$ cat src/rtl/stepper_move_ctrl.sv
// rtl/stepper_move_ctrl.sv - move-command scheduler for a 4-phase unipolar stepper
//
// Accepts {dir, steps, period} over a valid/ready handshake, then steps a one-hot
// coil pattern forward or reverse every eff_period clocks and tracks position.
//
// Ports:
//   clk, rst                 clock, asynchronous active-high reset
//   cmd_valid / cmd_ready    command handshake (ready only in IDLE)
//   cmd_dir                  1 = forward (phase +1), 0 = reverse (phase -1)
//   cmd_steps, cmd_period    step count and clk cycles per step (clamped to MIN_PERIOD)
//   abort                    ends the current move; ignored outside RUN
//   coil                     registered one-hot coil drive, coil[0..3] = a,b,c,d
//   busy, done, done_aborted move status; done is a one-cycle pulse
//   position, steps_left     signed absolute step count, remaining steps
module stepper_move_ctrl #(
    parameter int STEP_W     = 16,
    parameter int PERIOD_W   = 16,
    parameter int POS_W      = 24,
    parameter int MIN_PERIOD = 5,
    parameter int HOLD_IDLE  = 1
) (
    input  logic                clk,
    input  logic                rst,
    input  logic                cmd_valid,
    output logic                cmd_ready,
    input  logic                cmd_dir,
    input  logic [STEP_W-1:0]   cmd_steps,
    input  logic [PERIOD_W-1:0] cmd_period,
    input  logic                abort,
    output logic [3:0]          coil,
    output logic                busy,
    output logic                done,
    output logic                done_aborted,
    output logic [POS_W-1:0]    position,
    output logic [STEP_W-1:0]   steps_left
);

    typedef enum logic [1:0] {S_IDLE, S_RUN, S_FINISH} state_t;

    localparam logic [PERIOD_W-1:0] MIN_P      = PERIOD_W'(MIN_PERIOD);
    localparam logic [3:0]          COIL_RESET = (HOLD_IDLE != 0) ? 4'b0001 : 4'b0000;

    state_t              r_state;
    state_t              w_next;
    logic [1:0]          r_phase;
    logic [1:0]          w_phase_nx;
    logic                r_dir;
    logic [PERIOD_W-1:0] r_eff;
    logic [PERIOD_W-1:0] r_timer;
    logic [STEP_W-1:0]   r_left;
    logic [POS_W-1:0]    r_pos;
    logic [3:0]          r_coil;
    logic                r_aborted;
    logic                w_accept;
    logic                w_step;

    // Abort wins over a step falling due on the same edge.
    assign w_step   = (r_state == S_RUN) && !abort && (r_timer == r_eff - PERIOD_W'(1));
    assign w_accept = cmd_valid && (r_state == S_IDLE);

    assign w_phase_nx = !w_step ? r_phase :
                        (r_dir ? r_phase + 2'd1 : r_phase - 2'd1);

    always_ff @(posedge clk or posedge rst) begin
        if (rst) begin
            r_state <= S_IDLE;
        end else begin
            r_state <= w_next;
        end
    end

    always_comb begin
        w_next    = r_state;
        cmd_ready = 1'b0;
        busy      = 1'b0;
        done      = 1'b0;
        case (r_state)
            S_IDLE: begin
                cmd_ready = 1'b1;
                if (w_accept) begin
                    w_next = (cmd_steps == '0) ? S_FINISH : S_RUN;
                end
            end
            S_RUN: begin
                busy = 1'b1;
                if (abort) begin
                    w_next = S_FINISH;
                end else if (w_step && (r_left == STEP_W'(1))) begin
                    w_next = S_FINISH;
                end
            end
            S_FINISH: begin
                busy   = 1'b1;
                done   = 1'b1;
                w_next = S_IDLE;
            end
            default: begin
                w_next = S_IDLE;
            end
        endcase
    end

    always_ff @(posedge clk or posedge rst) begin
        if (rst) begin
            r_phase   <= 2'd0;
            r_dir     <= 1'b0;
            r_eff     <= MIN_P;
            r_timer   <= '0;
            r_left    <= '0;
            r_pos     <= '0;
            r_coil    <= COIL_RESET;
            r_aborted <= 1'b0;
        end else begin
            r_phase <= w_phase_nx;
            // Coil follows the next phase so it changes on the stepping edge itself.
            r_coil  <= ((w_next == S_IDLE) && (HOLD_IDLE == 0)) ? 4'b0000
                                                                 : (4'b0001 << w_phase_nx);
            if (w_accept) begin
                r_dir     <= cmd_dir;
                r_left    <= cmd_steps;
                r_eff     <= (cmd_period < MIN_P) ? MIN_P : cmd_period;
                r_timer   <= '0;
                r_aborted <= 1'b0;
            end else if (r_state == S_RUN) begin
                if (abort) begin
                    r_aborted <= 1'b1;
                end else if (w_step) begin
                    r_timer <= '0;
                    r_left  <= r_left - STEP_W'(1);
                    r_pos   <= r_dir ? r_pos + POS_W'(1) : r_pos - POS_W'(1);
                end else begin
                    r_timer <= r_timer + PERIOD_W'(1);
                end
            end
        end
    end

    assign coil         = r_coil;
    assign done_aborted = r_aborted;
    assign position     = r_pos;
    assign steps_left   = r_left;

endmodule
$ cat config.mk
export PLATFORM = sky130hd
export DESIGN_NAME = stepper_move_ctrl
export DESIGN_NICKNAME = d
export VERILOG_FILES = /design/src/rtl/stepper_move_ctrl.sv
export SDC_FILE = /design/constraint.sdc
export NUM_CORES = 1
export LEC_CHECK = 0
export CAP_MARGIN = 20
export CORE_ASPECT_RATIO = 0.7
export CORE_MARGIN = 2
export CORE_UTILIZATION = 33
export CTS_CLUSTER_DIAMETER = 40
export CTS_CLUSTER_SIZE = 14
export DETAILED_ROUTE_END_ITERATION = 7
export HOLD_SLACK_MARGIN = 0.05
export PLACE_DENSITY = 0.64
export SLEW_MARGIN = 20
export SYNTH_ARGS = -nofsm -noshare
export SYNTH_HDL_FRONTEND = slang
export SYNTH_SLANG_ARGS = --single-unit
$ cat constraint.sdc
create_clock -name clk -period 3.25 [get_ports clk]
set_clock_uncertainty 0.15 [all_clocks]
set_input_delay 0.8125 -clock clk [delete_from_list [all_inputs] [get_ports clk]]
set_output_delay 0.8125 -clock clk [all_outputs]
set_load 0.03 [all_outputs]
==> flow_metrics.env <==
export IMPL_grt_pass1_wl_mm=24.05
export IMPL_slowest_delay_ns=0.46
export IMPL_antenna_found_initial=0
export IMPL_pwr_share_comb_pct=49.0
export IMPL_synth_area_um2=5349
export IMPL_worstSetupStartpoint="r_dir$_DFFE_PP0P_"
export IMPL_rsz0062_at_grt="true"
export IMPL_p_seq_share_pct=29.9
export IMPL_crit_top_cell="o21ai_1"
export IMPL_ir_drop_mv=0.4632
export IMPL_io_pins=85
export IMPL_max_cap_violations=0
export IMPL_min_period_over_period_pct=97.92
export IMPL_fmax_mhz=314.2
export IMPL_fin_nets=797
export IMPL_drive_gt1_share_pct=14.01
export IMPL_cts_sinks=82
export IMPL_worstMarginPinSlew_ns=0.5045
export IMPL_path_clk_slew_ns=0.06
export IMPL_hold_viol=0
export IMPL_grt_max_degree=39
export IMPL_wl_mm=14.71
export IMPL_avgViaCountPerCell=5.257
export IMPL_overflow=0
export IMPL_path_max_fanout=5
export IMPL_drt_initial_drc_count=331
export IMPL_syn_to_final_growth_pct=35.53
export IMPL_portBuffers=84
export IMPL_cts_buffer_depth=2
export IMPL_slew_viol_final=0
export IMPL_synth_area_leaders="dfrtp_1, nand2_1, ha_1, xor2_1, o21ai_0"
export IMPL_period_minus_slack_ns=3.182
export IMPL_drt_pass1_iterations=5
export IMPL_die_h_um=110.5
export IMPL_dp_slack_ns=-0.3139
export IMPL_h_tree_depth=3
export IMPL_hpwlAfterDp_mm=11.05
export IMPL_end_kind="register"
export IMPL_yosys_area_top_type="dfrtp_1"
export IMPL_die_w_um=156.2
export IMPL_worstReg2RegStart="r_dir$_DFFE_PP0P_"
export IMPL_final_cell_count_no_fill=935
export IMPL_yosysTopAreaCellShare_pct=36.96
export IMPL_synthArstFlopShare_pct=100.0
export IMPL_gp_congestion=0.8706
export IMPL_ys_flop_type="dfrtp_1"
export IMPL_holdCritPathClass="reg -> reg"
export IMPL_grt_usage_pct=17.30
export IMPL_numCtsBuffers=9
export IMPL_dieArea_um2=17260
export IMPL_wl_per_cell_um=15.73
export IMPL_drc_errors=0
export IMPL_synth_edff_count=0
export IMPL_synth_most_common_cell="nand2_1"
export IMPL_final_antenna_net_count=0
export IMPL_clock_latency_ns=0.34
export IMPL_fin_ws_ns=0.06750
export IMPL_core_area_um2=15690
export IMPL_synth_seq_cells=82
export IMPL_arrival_ns=3.25
export IMPL_syn_area_per_cell_um2=8.900
export IMPL_post_route_util_pct=46.20
export IMPL_place_inst=912
export IMPL_grt_pass1_vias=4747
export IMPL_worstPathRequired_ns=3.32
export IMPL_setup_viol=0
export IMPL_power_switching_mw=2.201
export IMPL_postSynthCellCount=601
export IMPL_min_from="position[23]$_DFFE_PP0P_"
export IMPL_fillers=1471
export IMPL_p_int_mw=3.149
export IMPL_start_util_pct=34.09
export IMPL_setup_tns_ns=0
export IMPL_clockRootBuffer="clkbuf_16"
export IMPL_final_area_um2=7249
export IMPL_ys_types=65
export IMPL_pwr_share_clk_pct=21.2
export IMPL_swShare_pct=41.14
export IMPL_cp_cell_sequence="clkinvlp_4, buf_8, ha_4, a2111o_1, a31oi_4, o21ai_1, o211ai_1, o21bai_1, a221o_1, a221oi_2, xor2_1, o21ai_1"
export IMPL_leakage_nw=3.208
export IMPL_synthTopCellsByCount="nand2_1, dfrtp_1, o21ai_0"
export IMPL_cp_start_kind="register"
export IMPL_place_area_um2=6779
export IMPL_fin_hold_ws_ns=0.3163
export IMPL_total_power_mw=5.351
export IMPL_cts_tree="built"
export IMPL_status="completed"
export IMPL_yosysWarnings=0
export IMPL_synth_nets=668
export IMPL_slew_headroom_pct=65.93
export IMPL_p_per_area_nw_per_um2=738.1
export IMPL_worstSetupPathType="reg -> reg"
export IMPL_num_rows=38
export IMPL_n_antenna_cell=0
export IMPL_ys_seq_area_share_pct=38.43
export IMPL_cp_slowest_cell="a2111o_1"
export IMPL_vias=4915
-- critical path: cells and delay by family, from the launching register on --
| family | cells | cell delay, ns |
|---|---|---|
| compound gates | 8 | 1.76 |
| flops | 1 | 0.39 |
| buf+inv | 2 | 0.37 |
| fa+ha+maj | 1 | 0.21 |
| xor+xnor | 1 | 0.19 |
-- sequential cells by signal (all words and copies together) (netlist names) --
| name | cells |
|---|---|
| r_phase | 2 |
| r_dir | 1 |
| coil | 4 |
| done_aborted | 1 |
| r_state | 2 |
| r_timer | 16 |
| steps_left | 16 |
| r_eff | 16 |
| position | 24 |
-- layout by cell type (no fill, tap or decap), drive strengths merged, types with 3 or more instances in the layout --
cell	synthesis	layout
mux2i	6	6
clkdlybuf4s50	0	84
and3	11	11
nor4	11	11
a211oi	3	3
dfstp	3	3
clkbuf	16	13
a31oi	7	7
o21ai	54	54
inv	16	14
clkinv	0	3
a21o	12	12
nor2	36	36
ha	29	29
or3b	7	7
xnor2	26	26
nand3	14	14
nand4	18	18
dfrtp	79	79
mux2	7	7
o21bai	3	3
nand2b	5	5
or3	4	4
nor3	8	8
nand2	97	97
or2	3	3
and4	4	4
o211ai	3	3
a21oi	29	29
buf	6	55
nor2b	9	9
xor2	38	38
o21a	3	3
-- logic make-up after synthesis --
kind of cell               count (synthesis)  share of synthesized area (%)
AOI/OAI and AO/OA                        134                          15.23
xor gates and xnor gates                  64                          10.48
adders and majority gates                 30                          7.158
buffers and inverters                     38                          2.947
DFF                                       82                          38.43
muxes                                     13                          2.667
and+or+nand+nor                          240                          23.09
-- final cells by class --
class	instances	area [um2]	area share [%]
clock inverter	4	73.82	1.018
multi-input combinational	481	3212	44.30
sequential	82	2056	28.36
timing repair buffer	140	1336	18.43
inverter	16	65.06	0.8975
tap	200	250.2	3.452
clock buffer	12	256.5	3.538
-- final timing paths --
path	endpoint	cells past startpoint	slack (ns)
worst max-delay path	position[22]$_DFFE_PP0P_	12	0.07
min in group asynchronous	position[23]$_DFFE_PP0P_	2	0.67
worst min register to register	position[23]$_DFFE_PP0P_	1	0.32
max in group asynchronous	r_eff[2]$_DFFE_PP1P_	3	1.70
worst max register to register	position[22]$_DFFE_PP0P_	12	0.07
worst min-delay path	position[23]$_DFFE_PP0P_	1	0.32
-- routing by layer --
metal	global-route usage (%)	share of wire, %	up-vias
li1	-	-	2402
met1	26.14	51	2363
met2	24.84	42	139
met3	4.356	6.2	11
met4	3.486	1.0	0
met5	0	0	-
-- power groups by stage --
stage                     Combinational [mW]  Sequential (mW)  Clock [mW]
after global placement                  2.42             1.60           0
after floorplan                         1.40             1.74           0
after global routing                    2.87             1.63        1.20
final                                   2.62             1.60        1.13
after CTS                               2.52             1.59        1.16
after detailed placement                2.48             1.60           0
-- timing repair --
action | CTS | global route
gates resized for setup | 3 | 13
gates cloned | 0 | 1
hold buffers | 0 | 0
pin swaps | 0 | 13
setup buffers | 0 | 6
setup endpoints to repair | 1 | 41
(Power assumes the default switching activity.)
